### src/rtl/stopwatch_pkg.sv
// Shared state encoding and elaboration-time helpers for the stopwatch control block.
package stopwatch_pkg;

  typedef enum logic [1:0] {
    IDLE  = 2'd0,
    RUN   = 2'd1,
    PAUSE = 2'd2,
    LAP   = 2'd3
  } sw_state_e;

  function automatic int calc_div(input int clk_hz, input int tick_hz);
    return clk_hz / tick_hz;
  endfunction

  function automatic int calc_presc_w(input int div);
    return (div <= 2) ? 1 : $clog2(div);
  endfunction

  function automatic int calc_db(input int clk_hz, input int debounce_ms);
    return (clk_hz / 1000) * debounce_ms;
  endfunction

endpackage

### src/rtl/key_conditioner.sv
// Raw active-low key -> one-cycle press pulse: 3-flop synchroniser, falling-edge detect.
// Optional debounce filter after s1 when STOPWATCH_CTRL_DEBOUNCE_EN is defined.
module key_conditioner
  import stopwatch_pkg::*;
#(
  parameter int CLK_HZ      = 50000000,
  parameter int DEBOUNCE_MS = 10
) (
  input  logic CLOCK_50,
  input  logic reset,
  input  logic key_n,
  output logic press
);

  if (CLK_HZ <= 0 || DEBOUNCE_MS < 0) begin : g_param_check
    $error("key_conditioner: CLK_HZ must be positive and DEBOUNCE_MS non-negative");
  end

  logic s0_q, s1_q, s2_q;
  logic lvl;

`ifdef STOPWATCH_CTRL_DEBOUNCE_EN
  localparam int DB = calc_db(CLK_HZ, DEBOUNCE_MS);
  localparam int CW = (DB < 1) ? 1 : $clog2(DB + 1);

  logic          filt_q;
  logic [CW-1:0] cnt_q;

  // Filtered level follows s1 only after DB consecutive disagreeing samples.
  always_ff @(posedge CLOCK_50) begin
    if (reset) begin
      filt_q <= 1'b1;
      cnt_q  <= '0;
    end else if (s1_q != filt_q) begin
      if (cnt_q >= CW'(DB - 1)) begin
        filt_q <= s1_q;
        cnt_q  <= '0;
      end else begin
        cnt_q <= cnt_q + CW'(1);
      end
    end else begin
      cnt_q <= '0;
    end
  end

  assign lvl = filt_q;
`else
  assign lvl = s1_q;
`endif

  always_ff @(posedge CLOCK_50) begin
    if (reset) begin
      s0_q <= 1'b1;
      s1_q <= 1'b1;
      s2_q <= 1'b1;
    end else begin
      s0_q <= key_n;
      s1_q <= s0_q;
      s2_q <= lvl;
    end
  end

  assign press = s2_q & ~lvl;

endmodule

### src/rtl/stopwatch_ctrl.sv
// Stopwatch run/pause/lap sequencer with tick prescaler and clear/freeze controls.
// Optional key debounce enabled by defining STOPWATCH_CTRL_DEBOUNCE_EN.
module stopwatch_ctrl
  import stopwatch_pkg::*;
#(
  parameter int CLK_HZ      = 50000000,
  parameter int TICK_HZ     = 100,
  parameter int DEBOUNCE_MS = 10
) (
  input  logic       CLOCK_50,
  input  logic       reset,
  input  logic       key_start_n,
  input  logic       key_lap_n,
  input  logic       key_clear_n,
  input  logic       overflow,
  output logic       tick,
  output logic       count_clr,
  output logic       display_hold,
  output logic       running,
  output logic [1:0] state
);

  localparam int DIV = calc_div(CLK_HZ, TICK_HZ);
  localparam int PW  = calc_presc_w(DIV);
  localparam logic [PW-1:0] PRESC_MAX = PW'(DIV - 1);

  if (DIV < 2 || DIV * TICK_HZ != CLK_HZ) begin : g_div_check
    $error("stopwatch_ctrl: CLK_HZ/TICK_HZ must be an integer >= 2");
  end

  logic start_p, lap_p, clear_p;

  key_conditioner #(.CLK_HZ(CLK_HZ), .DEBOUNCE_MS(DEBOUNCE_MS)) u_key_start (
    .CLOCK_50(CLOCK_50), .reset(reset), .key_n(key_start_n), .press(start_p));
  key_conditioner #(.CLK_HZ(CLK_HZ), .DEBOUNCE_MS(DEBOUNCE_MS)) u_key_lap (
    .CLOCK_50(CLOCK_50), .reset(reset), .key_n(key_lap_n), .press(lap_p));
  key_conditioner #(.CLK_HZ(CLK_HZ), .DEBOUNCE_MS(DEBOUNCE_MS)) u_key_clear (
    .CLOCK_50(CLOCK_50), .reset(reset), .key_n(key_clear_n), .press(clear_p));

  sw_state_e     state_q, state_d;
  logic          hold_q, hold_d;
  logic          run_q, run_d;
  logic          clr_q, clr_d;
  logic [PW-1:0] presc_q, presc_d;

  // Priority inside each state: overflow > clear > start > lap; losers are dropped.
  always_comb begin
    state_d = state_q;
    hold_d  = hold_q;
    clr_d   = 1'b0;
    case (state_q)
      IDLE: begin
        if (clear_p)      clr_d   = 1'b1;
        else if (start_p) state_d = RUN;
      end
      RUN: begin
        if (overflow || start_p) begin
          state_d = PAUSE;
          hold_d  = 1'b0;
        end else if (lap_p) begin
          state_d = LAP;
          hold_d  = 1'b1;
        end
      end
      LAP: begin
        if (overflow || start_p) begin
          state_d = PAUSE;
          hold_d  = 1'b0;
        end else if (lap_p) begin
          state_d = RUN;
          hold_d  = 1'b0;
        end
      end
      PAUSE: begin
        if (clear_p) begin
          state_d = IDLE;
          clr_d   = 1'b1;
        end else if (start_p) begin
          state_d = RUN;
        end
      end
      default: state_d = IDLE;
    endcase
    run_d = (state_d == RUN) || (state_d == LAP);
  end

  // Prescaler holds in PAUSE so partial tick time survives a pause.
  always_comb begin
    presc_d = presc_q;
    if (state_q == IDLE || clr_d) begin
      presc_d = '0;
    end else if (run_q) begin
      presc_d = (presc_q == PRESC_MAX) ? '0 : presc_q + PW'(1);
    end
  end

  always_ff @(posedge CLOCK_50) begin
    if (reset) begin
      state_q <= IDLE;
      hold_q  <= 1'b0;
      run_q   <= 1'b0;
      clr_q   <= 1'b0;
      presc_q <= '0;
    end else begin
      state_q <= state_d;
      hold_q  <= hold_d;
      run_q   <= run_d;
      clr_q   <= clr_d;
      presc_q <= presc_d;
    end
  end

  assign tick         = run_q & (presc_q == PRESC_MAX);
  assign count_clr    = clr_q;
  assign display_hold = hold_q;
  assign running      = run_q;
  assign state        = state_q;

endmodule

### config.mk
export PLATFORM = sky130hd
export DESIGN_NAME = stopwatch_ctrl
export DESIGN_NICKNAME = d
export VERILOG_FILES = /design/src/rtl/stopwatch_pkg.sv /design/src/rtl/key_conditioner.sv /design/src/rtl/stopwatch_ctrl.sv
export SDC_FILE = /design/constraint.sdc
export NUM_CORES = 1
export LEC_CHECK = 0
export BUFFER_PORTS_ARGS = -buffer_cell sky130_fd_sc_hd__buf_2
export CAP_MARGIN = 10
export CORE_ASPECT_RATIO = 0.6
export CORE_MARGIN = 1
export CORE_UTILIZATION = 25
export DETAILED_ROUTE_END_ITERATION = 7
export GPL_TIMING_DRIVEN = 0
export PLACE_DENSITY = 0.51
export REMOVE_ABC_BUFFERS = 1
export SLEW_MARGIN = 20
export SYNTH_ARGS = -nofsm -noshare
export SYNTH_HDL_FRONTEND = slang
export SYNTH_SLANG_ARGS = --single-unit
### constraint.sdc
create_clock -name CLOCK_50 -period 4.5 [get_ports CLOCK_50]
set_input_delay 0.45 -clock CLOCK_50 [delete_from_list [all_inputs] [get_ports CLOCK_50]]
set_output_delay 0.45 -clock CLOCK_50 [all_outputs]
set_load 0.03 [all_outputs]
* Yosys cells after proc, flatten, opt, wreduce, memory -nomap -nowiden
Cells that the tools add are included.
** Word-level totals
- Flip-flop bits (word level) :: 33
- Word-level logic and storage cells :: 54
- Output and inout bits :: 6
- Bits of input ports :: 6
** Cells by class
- Add/sub/neg operators :: 1
- Reduce and logical (&&, ||, !) cells :: 8
- Bitwise logic cells :: 7
- Eq/ne operators :: 8
- Muxes and demuxes :: 16
** Operators with widths (number)
- $add 19x1->19 const B :: 1
- $eq 19x19->1 const B :: 1
- $mux 19 :: 1
- $mux 2 :: 7
- $pmux 2 s4 :: 1
- $eq 2x2->1 const B :: 3
- $mux 1 :: 6
- $ne 3x3->1 const B :: 2
- $and 1x1->1 :: 4
- $eq 2x1->1 const B :: 2
- $reduce_or 2->1 :: 2
- $logic_or 1x1->1 :: 3
- $not 1->1 :: 3
- $reduce_and 3->1 :: 1
- $logic_not 2->1 :: 1
- $pmux 1 s2 :: 1
- $reduce_bool 2->1 :: 1

* Logic depth before layout (Yosys ltp)
Gate-level depths: netlist of run 1.
- Word-level depth :: 7
- Gate-level depth with buffers :: 7
- Mapped depth without buffers :: 5

* Modules after synthesis
Synthesis of run 1 repeated with hierarchy kept, for this count alone.
** Unflattened totals
- Cells, all modules :: 147
- Area total of the unflattened synthesis :: 1382.6 sq um
** By module, submodules not included
- stopwatch_ctrl :: cells an instance 126, area an instance 1127.3 sq um, instances 1, seq. area each 480.5 sq um
- key_conditioner :: cells an instance 7, area an instance 85.1 sq um, instances 3, seq. area each 60.1 sq um

* Least setup slack after synthesis of run 1
Ideal clock, no wire load.
- Path type :: register -> output
- From :: register run_q (netlist: running)
- To :: output port tick
- Data required time :: 4.050 ns
- Cell stages (with the launch flop) :: 5
- Path buffers :: 1
- Slack :: 2.397 ns
- Arrival time :: 1.653 ns
- Path through :: dfxtp_1 > clkbuf_1 > nand3_1 > nor4_1 > and2_1
** Between the ends
- Cells in the longest elaborated chain, start to end :: 1
** Ends and longest elaborated chain
- from (decl) :: line stopwatch_ctrl.sv:42 : logic run_q, run_d;
- from (signal assigned) :: line stopwatch_ctrl.sv:107 : run_q <= run_d;
- $and 1x1->1 :: line stopwatch_ctrl.sv:113 : assign tick = run_q & (presc_q == PRESC_MAX);
- to (decl) :: line stopwatch_ctrl.sv:16 : output logic tick,
Every way passes these cells.

* Worst setup path in the final report of run 1
- From :: register presc_q[8]
- To :: output port tick
** Between the ends
- Cells in the longest elaborated chain, start to end :: 2
** Ends and longest elaborated chain
- from (decl) :: line stopwatch_ctrl.sv:44 : logic [PW-1:0] presc_q, presc_d;
- from (signal assigned) :: line stopwatch_ctrl.sv:109 : presc_q <= presc_d;
- $eq 19x19->1 :: line stopwatch_ctrl.sv:113
- $and 1x1->1 :: line stopwatch_ctrl.sv:113
Every way passes these cells.

==> results.md, run 1 <==
* Number of port buffers at 11
* Max_slew headroom at 58.3%
* Leak pwr at 0.518 nW
* Hold Violations, Final at 0
* Crit Path Max Fanout at 3
* Internal at approximately 0.00044 W
* CTS tree: done
* Post-CTS setup buffer count at 0
* Hpwl dp at 1.94 mm
* Reg2Reg Setup Slack at 2.23 ns
* Maximum clock path buffer count at 2
* Share of cells above drive strength 1 at between 15 and 20%
* YS warnings at 0
* Area occupied by multi-input gates at around 680 um^2
* Distinct cell type count after synthesis at 32
* Slowest cell on crit path: or4b_2
* # DRC at 2
* Simple-gate share of the synthesized area at a little under a third
* Post-Syn Instances at roughly 150
* Crit path launch: presc_q[8]
* GRT Total Usage at about 11%
* Area contributors post-synth: dfxtp_1 48%, xnor2_1 7.7%, nor2_1 6.3%, or2_2 4.1%, nor4_1 3.6%
* Synth top area share at roughly 48%
* Clk_skew at 0.00610 ns
* Max Fclk at 395 MHz
* Hold path startpoint: key_lap_n
* Post-synthesis sequential area ratio at approximately 48%
* Compound-Gate Fraction of Synth Area at about 5.7%
* Routed wire length at 2.70 mm
* Grt total ovfl at 0
* Slew Limit Fails at 0
* Final Hold Slack at about 0.35 ns
* Via count at approximately 1000
* Flops & latches, synth at 33
* Fill cell count at 557
* Slowest stage delay, CP at a little over 0.6 ns
* Row count at 20
* Capture point of the worst path: tick
* Worst slack, placed at 2.23 ns
* Most frequent cells in the layout: 33 x dfxtp_1, 23 x nor2_1, 12 x xnor2_1
* Sequential cell area at roughly 660 um^2
* Sequential Power Share at 53.4%
* Die span in y at 59.4 um
* Status: complete, but fails checks
* Clock Latency Late Sink at 0.28 ns
* H-tree levels at 2
* Syn Std Cell Area at 1370 um^2
* CTS Buf Count at 5
* Worst Path Required at roughly 4 ns
* Final ANT Viol Nets at 0
* First-pass GRT wire length at 4.86 mm
* # nets final at roughly 170
* Setup-failing EPs final at 0
* Worst setup margin at approximately 2.0 ns
* Total die area at 5800 um^2
* Setup TNS at 0 ns
* # resized after CTS at 0
* R2R depth at 4
* Iteration count of the initial detailed-routing pass at 6
* Clk pwr share at 43.5%
* Drt initial violations at 66
* Comb power frac at roughly 3.2%
* Finished Core Util at a little under a third
* Commonest non-fill, non-tap cell in the layout: dfxtp_1
* Boundary pin count at 12
* Synth Area in Adders at 0.912%
* Max VDD drop at 0.000109 V
* CP arrival at 2.08 ns
* Clk sink count at 33
* Crit path launch type: flip-flop
* Clock transition at path regs at around 0.070 ns
* Area grow syn2layout at 15.5%
* Crit path kind: flip-flop to output pin
* Synth area leader: dfxtp_1
* Switch share at a little over a fifth
* ANT cells at 0
* Largest family of logic cells by synthesized area: simple AND/OR/NAND/NOR gates
* Mux cell area share after synthesis at less than 1%
* Via density at roughly 4.5
* Worst path depth at 4
* MaxCap Viol Count at 0
* CP cell instances: or4b_2 > nor4_1 > and2_1 > buf_2
* Gpl congestion at ~0.77
* Crit share post-route at 56.3%
* Syn Area/Cell at ~9.3 um^2
* Worst R2R Start: presc_q[8]
* Buf/Inv on CP at 1
* Total power at about 0.00056 W
* Initial antenna violation count at 0
* Violated checks: design-rule violations
* Hold buffers post-CTS at 0
* Drt wl/cell at around 12 um
* RSZ-0062 raised after global routing: false
* CP top delay family: simple AND/OR/NAND/NOR gates
* Type of the worst min-delay path: primary input to flip-flop
* Largest net degree at the start of global routing at 20
* Reg-to-Reg End: presc_q[2]
* Sw Pwr at approximately 0.00012 W
* Crit end category: output pin
* Final Critical Period at approximately 2.5 ns
* Die Wd at 97.6 um
* Initial core utilization at between 20% and 30%
* Power Density at ~350 nW/um^2
* Worst Tran Pin Value at about 0.63 ns
* Core Footprint at about 5200 um^2
* Number of global-route vias before repair at 995
* XOR/XNOR share of the synthesized area at 10.2%
* Clk root buf: clkbuf_8
==> stage by stage <==
stage | cell area, um^2 | std cells
floorplan | 1350 | 142
global placement | 1480 | 219
detailed placement | 1480 | 219
CTS | 1580 | 227
global route | 1580 | 227
finish | 1580 | 227
==> logic make-up (layout without fill, tap and decap cells) <==
group                      after synthesis  count (layout)
DFF                                     33              33
buffers and inverters                    7              21
and+or+nand+nor                         77              77
AOI/OAI and AO/OA                       12              12
xor gates and xnor gates                16              16
muxes                                    1               1
adders and majority gates                1               1
==> routing by layer <==
layer | up-vias | wire [um] | track usage, %
met2 | 19 | 941 | 13.2
li1 | 539 | - | -
met4 | 0 | 18 | 5.84
met1 | 472 | 1610 | 17.3
met5 | - | 0 | 0
met3 | 2 | 127 | 3.54
==> area by class of cell <==
class | count | share of cell area [%]
inverter | 2 | 0.474
tap | 66 | 5.21
clock inverter | 1 | 0.316
clock buffer | 7 | 6.08
multi-input combinational | 107 | 42.7
timing repair buffer | 11 | 3.48
sequential | 33 | 41.7
==> worst min path at each step <==
stage,slack (ns),cells after the start,endpoint
floorplan,0.39,1,u_key_clear.lvl
global placement,0.39,1,u_key_lap.lvl
detailed placement,0.40,1,u_key_lap.lvl
CTS,0.33,2,u_key_lap.s0_q
global route,0.33,2,u_key_lap.s0_q
finish,0.35,2,u_key_lap.s0_q
==> registers in the layout, indices dropped and copies added (netlist names) <==
register          count
u_key_start.lvl       1
u_key_lap.s2_q        1
running               1
u_key_clear.lvl       1
u_key_clear.s2_q      1
display_hold          1
u_key_clear.s0_q      1
state                 2
u_key_lap.s0_q        1
u_key_start.s0_q      1
count_clr             1
presc_q              19
u_key_start.s2_q      1
u_key_lap.lvl         1
==> synth_stat cells <==
library cell  number
nor4_1             8
nor4b_1            1
nand4_2            1
ha_1               1
o31ai_1            4
or4_4              1
and3_1             1
or4_1              2
dfxtp_1           33
mux2i_1            1
a21oi_1            5
nor3b_1            1
clkbuf_1           3
xnor2_1           12
a211o_1            1
or4b_1             1
and2_1             2
xor2_1             4
nand3_1            5
nand2_1            6
nand4_4            1
inv_1              2
or2_2              9
nor2b_1            3
nand2b_1           2
or4b_2             1
nand4_1            4
nor3_1             5
a32oi_1            1
nor2_1            23
buf_4              2
o21ai_0            1
==> power groups by stage <==
| stage | Combinational, W | Sequential (W) | Clock [W] |
|---|---|---|---|
| 2_1_floorplan | 0.00000850 | 0.000308 | 0 |
| 3_3_place_gp | 0.0000176 | 0.000306 | 0 |
| 3_5_place_dp | 0.0000178 | 0.000306 | 0 |
| 4_1_cts | 0.0000179 | 0.000299 | 0.000253 |
| 5_1_grt | 0.0000200 | 0.000300 | 0.000268 |
| 6_report | 0.0000177 | 0.000299 | 0.000244 |
Note: power is estimated with default switching activity, not from simulation.
==> run 2: changes to the inputs <==
PLACE_DENSITY = 0.52   (was 0.51)
clock period = 2 ns   (was 4.5 ns; I/O delays follow)
==> run 2 against run 1 <==
Effect of this change:
- the run still ends with design-rule violations left
- core utilization up 1.2 points
- first-iteration DRC count decreased by 6.1%
- flip-flop and latch count did not move
- final area grew 3.9%
- die area unchanged
- register-to-register slack worse by 2.1 ns
- critical endpoint unchanged
==> results.md, run 2 (synthesis gave the netlist of run 1 again) <==
* Sw Pwr at approximately 0.00027 W
* Initial core utilization at around a quarter
* Clk root buf: clkbuf_8
* Most frequent cells in the layout: 27 x dfxtp_1, 23 x nor2_1, 12 x xnor2_1
* Clock transition at path regs at 0.07 ns
* Slowest stage delay, CP at roughly 0.55 ns
* Slowest cell on crit path: or4b_4
* CTS tree: done
* Violated checks: design-rule violations
* Max Fclk at ~520 MHz
* Row count at 20
* Total die area at approximately 5800 um^2
* Grt total ovfl at 0
* Worst Path Required at ~1.8 ns
* Routed wire length at around 2.7 mm
* CP arrival at 1.73 ns
* Share of cells above drive strength 1 at 27.8%
* # DRC at 4
* H-tree levels at 2
* Clk_skew at around 0.0067 ns
* Leak pwr at 0.548 nW
* Die span in y at roughly 59 um
* Boundary pin count at 12
* Clk sink count at 33
* Crit path kind: flip-flop to output pin
* Area grow syn2layout at 20.1%
* Buf/Inv on CP at 1
* Crit path launch type: flip-flop
* Comb power frac at roughly 3.2%
* Initial antenna violation count at 0
* MaxCap Viol Count at 0
* Hold Violations, Final at 0
* Number of port buffers at 11
* Power Density at approximately 770 nW/um^2
* Worst setup margin at approximately 0.074 ns
* Number of global-route vias before repair at approximately 930
* Gpl congestion at a little under 0.8
* Crit end category: output pin
* Iteration count of the initial detailed-routing pass at 6
* First-pass GRT wire length at 4.73 mm
* Status: complete, but fails checks
* Worst Tran Pin Value at just under 0.4 ns
* Setup-failing EPs final at 0
* Drt initial violations at 62
* Crit share post-route at a little over nine tenths
* Core Footprint at 5180 um^2
* Largest register FFs at 19
* Type of the worst min-delay path: primary input to flip-flop
* Switch share at between 20% and 30%
* Hold buffers post-CTS at 0
* Clock Latency Late Sink at approximately 0.28 ns
* Worst slack, placed at -0.220 ns
* CTS Buf Count at 5
* # nets final at ~170
* ANT cells at 0
* Internal at slightly below 0.001 W
* Via count at a little over 1000
* GRT Total Usage at about 11%
* Clk pwr share at between 40% and 50%
* CP cell instances: or4b_4 > nor4_4 > and2_4 > buf_6
* Final ANT Viol Nets at 0
* Via density at 4.48
* Largest net degree at the start of global routing at 20
* Fill cell count at about 550
* Setup TNS at 0 ns
* Drt wl/cell at about 12 um
* Crit Path Max Fanout at 4
* Sequential Power Share at between 50% and 60%
* Reg2Reg Setup Slack at 0.14 ns
* Maximum clock path buffer count at 2
* Commonest non-fill, non-tap cell in the layout: dfxtp_1
* Slew Limit Fails at 0
* Die Wd at between 90 and 100 um
* CP top delay family: simple AND/OR/NAND/NOR gates
* Hpwl dp at ~1.9 mm
* Max_slew headroom at 73.9%
* Final Critical Period at around 1.9 ns
* Register bank with the most flops: presc_q
* Max VDD drop at ~0.00024 V
[run 2: path summary, 6_finish.rpt]
| check | from | to | depth (start not counted) |
|---|---|---|---|
| setup reg to reg | presc_q[7] | presc_q[17] | 4 |
| hold / removal | key_lap_n | u_key_lap.s0_q | 2 |
| hold reg to reg | u_key_start.s0_q | u_key_start.lvl | 1 |
| setup / recovery | presc_q[12] | tick | 4 |
[run 2: worst register-to-register path, cell delays in order (launching register included)]
cell and delay [ns]:
dfxtp_1 0.45, nand4_4 0.19, or4_4 0.59, or4_1 0.41, a21oi_1 0.14
[run 2: through the flow]
stage                     instances  area (um^2)  util, %  total power (W)  hold slack [ns]
after floorplan                 142         1350        -         0.000711            0.269
after global placement          219         1480     28.6         0.000728            0.382
after detailed placement        219         1480     28.6         0.000728            0.386
after CTS                       227         1620     31.2          0.00128           0.0962
after global routing            228         1650     31.8          0.00132           0.0958
final                           228         1650     31.8          0.00126           0.0998
[run 2: area by class of cell]
cell class,count,area [um^2],area share (%)
inverters,2,7.51,0.456
flip-flops and latches,33,668,40.6
repair buffers,12,68.8,4.18
well taps,66,82.6,5.02
clock buffers,7,96.3,5.85
clock inverters,1,5.00,0.304
multi-input cells,107,718,43.6
[run 2: power groups by stage]
stage / clock network [W] / registers (W) / logic (W)
2_1_floorplan: 0 / 0.000692 / 0.0000191
3_3_place_gp: 0 / 0.000689 / 0.0000395
3_5_place_dp: 0 / 0.000689 / 0.0000400
4_1_cts: 0.000564 / 0.000674 / 0.0000402
5_1_grt: 0.000600 / 0.000675 / 0.0000449
6_report: 0.000548 / 0.000674 / 0.0000399
[run 2: timing repair]
item                                    CTS  global route
endpoints found under the setup margin   20             2
buffers inserted                          0             1
resized for setup                         9             8
pin swaps                                 0             1
[run 2: routing by layer]
| metal | wire, um | track usage (%) |
|---|---|---|
| met1 | 1630 | 16.8 |
| met2 | 939 | 12.7 |
| met3 | 137 | 4.13 |
| met4 | 33 | 3.90 |
| met5 | 0 | 0 |
==> run 3: changes to the inputs <==
CORE_ASPECT_RATIO = default   (was 0.6)
==> run 3 against run 2 <==
Effect of this change:
- the run now ends clean
- largest power group unchanged
- critical path depth is the same
- cell count grew 1.3%
- total power shrank 3.3%
- critical endpoint unchanged
==> results.md, run 3 (synthesis gave the netlist of run 1 again) <==
* Hpwl dp at ~1.7 mm
* Routed wire length at 2.54 mm
* First-pass GRT wire length at between 4 and 5 mm
* Grt total ovfl at 0
* Clk root buf: clkbuf_8
* Buf/Inv on CP at 1
* Number of global-route vias before repair at 961
* Final ANT Viol Nets at 0
* Gpl congestion at 0.679
* Register bank with the most flops: presc_q
* Initial antenna violation count at 0
* CTS tree: done
* Slew Limit Fails at 0
* Clk_skew at 0.0100 ns
* Setup-failing EPs final at 0
* Worst Tran Pin Value at 0.405 ns
* Iteration count of the initial detailed-routing pass at 4
* Crit path launch type: flip-flop
* Uppermost routed layer: met4
* Core Footprint at around 5200 um^2
* Max Fclk at about 500 MHz
* DR WL met2 at 1.10 mm
* Row count at 26
* Area occupied by multi-input gates at 718 um^2
* M1 wire length at between 1 and 1.5 mm
* Via count at 1028
* Crit share post-route at 98.5%
* Area grow syn2layout at 19.0%
* Crit Path Max Fanout at 4
* Total power at about 0.0012 W
* Via density at 4.45
* Crit path kind: flip-flop to output pin
* # nets final at approximately 170
* Post-CTS setup buffer count at 0
* Worst slack, placed at -0.178 ns
* ANT cells at 0
* Hold Violations, Final at 0
* Maximum clock path buffer count at 2
* Boundary pin count at 12
* CTS Buf Count at 5
* Final Hold Slack at between 0.08 and 0.09 ns
* Hold buffers post-CTS at 0
* CP cell instances: or4b_4 > nor4_4 > and2_4 > buf_6
* Clock Latency Late Sink at roughly 0.28 ns
* Slowest cell on crit path: or4b_4
* Number of port buffers at 11
* Non-Filler Instances at 231
* H-tree levels at 2
* Crit end category: output pin
* RSZ-0062 raised after global routing: true
* Leak pwr at 0.524 nW
* GRT Total Usage at under 10%
* Max_slew headroom at between 70% and 80%
* MaxCap Viol Count at 0
* Commonest non-fill, non-tap cell in the layout: dfxtp_1
* Final Critical Period at between 1.5 and 2 ns
* Die span in y at ~76 um
* # DRC at 0
* CP top delay family: simple AND/OR/NAND/NOR gates
* CP arrival at roughly 1.8 ns
* Die Wd at between 70 and 80 um
* Slowest stage delay, CP at 0.55 ns
* Power Density at ~750 nW/um^2
* Largest register FFs at 19
* Met3 wire length at approximately 76 um
* Initial core utilization at about a quarter
* Clk sink count at 33
* Type of the worst min-delay path: primary input to flip-flop
* Worst setup margin at slightly below 0.03 ns
* Final Cell Area at between 1500 and 2000 um^2
* Largest net degree at the start of global routing at 20
* Most frequent cells in the layout: 29 x dfxtp_1, 23 x nor2_1, 12 x xnor2_1
* Post-Place Cells at 223
* Worst Path Required at between 1.5 and 2 ns
* Total die area at around 5800 um^2
* Max VDD drop at roughly 0.00028 V
* Drt wl/cell at 11.0 um
* Sequential cell area at roughly 670 um^2
* Clock transition at path regs at approximately 0.080 ns
* Share of cells above drive strength 1 at about a quarter
* Drt initial violations at 41
* Status: finished clean
* Dpl cell area at around 1500 um^2
* Fill cell count at approximately 570
run 3: per-layer routing:
layer,GRT usage [%],up-vias
met5,0,-
met4,4.62,0
met3,2.99,2
met2,14.0,13
met1,12.8,474
li1,-,539
run 3: area by class of cell:
| class | instances | share of cell area (%) |
|---|---|---|
| multi-input cells | 107 | 44.0 |
| well taps | 70 | 5.37 |
| inverters | 2 | 0.460 |
| flip-flops and latches | 33 | 40.8 |
| repair buffers | 11 | 3.76 |
| clock inverters | 3 | 1.38 |
| clock buffers | 5 | 4.22 |
run 3: what timing repair did:
action                                  4_1_cts  5_1_grt
pin swaps                                     0        1
gates resized for setup                       7        8
cloned                                        0        0
endpoints found under the setup margin       20        1
run 3: worst reg2reg max path: stages, from the launching register on:
cell     delay (ns)
dfxtp_1        0.46
nand4_4        0.20
or4_4          0.58
or4_1          0.41
a21oi_1        0.15
run 3: final timing paths:
kind               startpoint               to  slack, ns  cells after the start
min reg2reg  u_key_clear.s0_q  u_key_clear.lvl       0.41                      1
max               presc_q[12]             tick       0.03                      4
min                 key_lap_n   u_key_lap.s0_q       0.09                      2
max reg2reg        presc_q[6]      presc_q[17]       0.16                      4
run 3: where the power goes:
group          total [W]  internal (W)  switching (W)
Sequential      0.000673      0.000666     0.00000678
Clock           0.000508      0.000244       0.000264
Combinational  0.0000387     0.0000164      0.0000223
Total            0.00122      0.000927       0.000293
run 3: per-stage QoR:
stage	util, %	setup TNS, ns
after global routing	31.3	-0.0334
after CTS	30.8	-0.0674
after floorplan	-	0
final	31.3	0
after detailed placement	28.6	-3.15
after global placement	28.6	-3.32
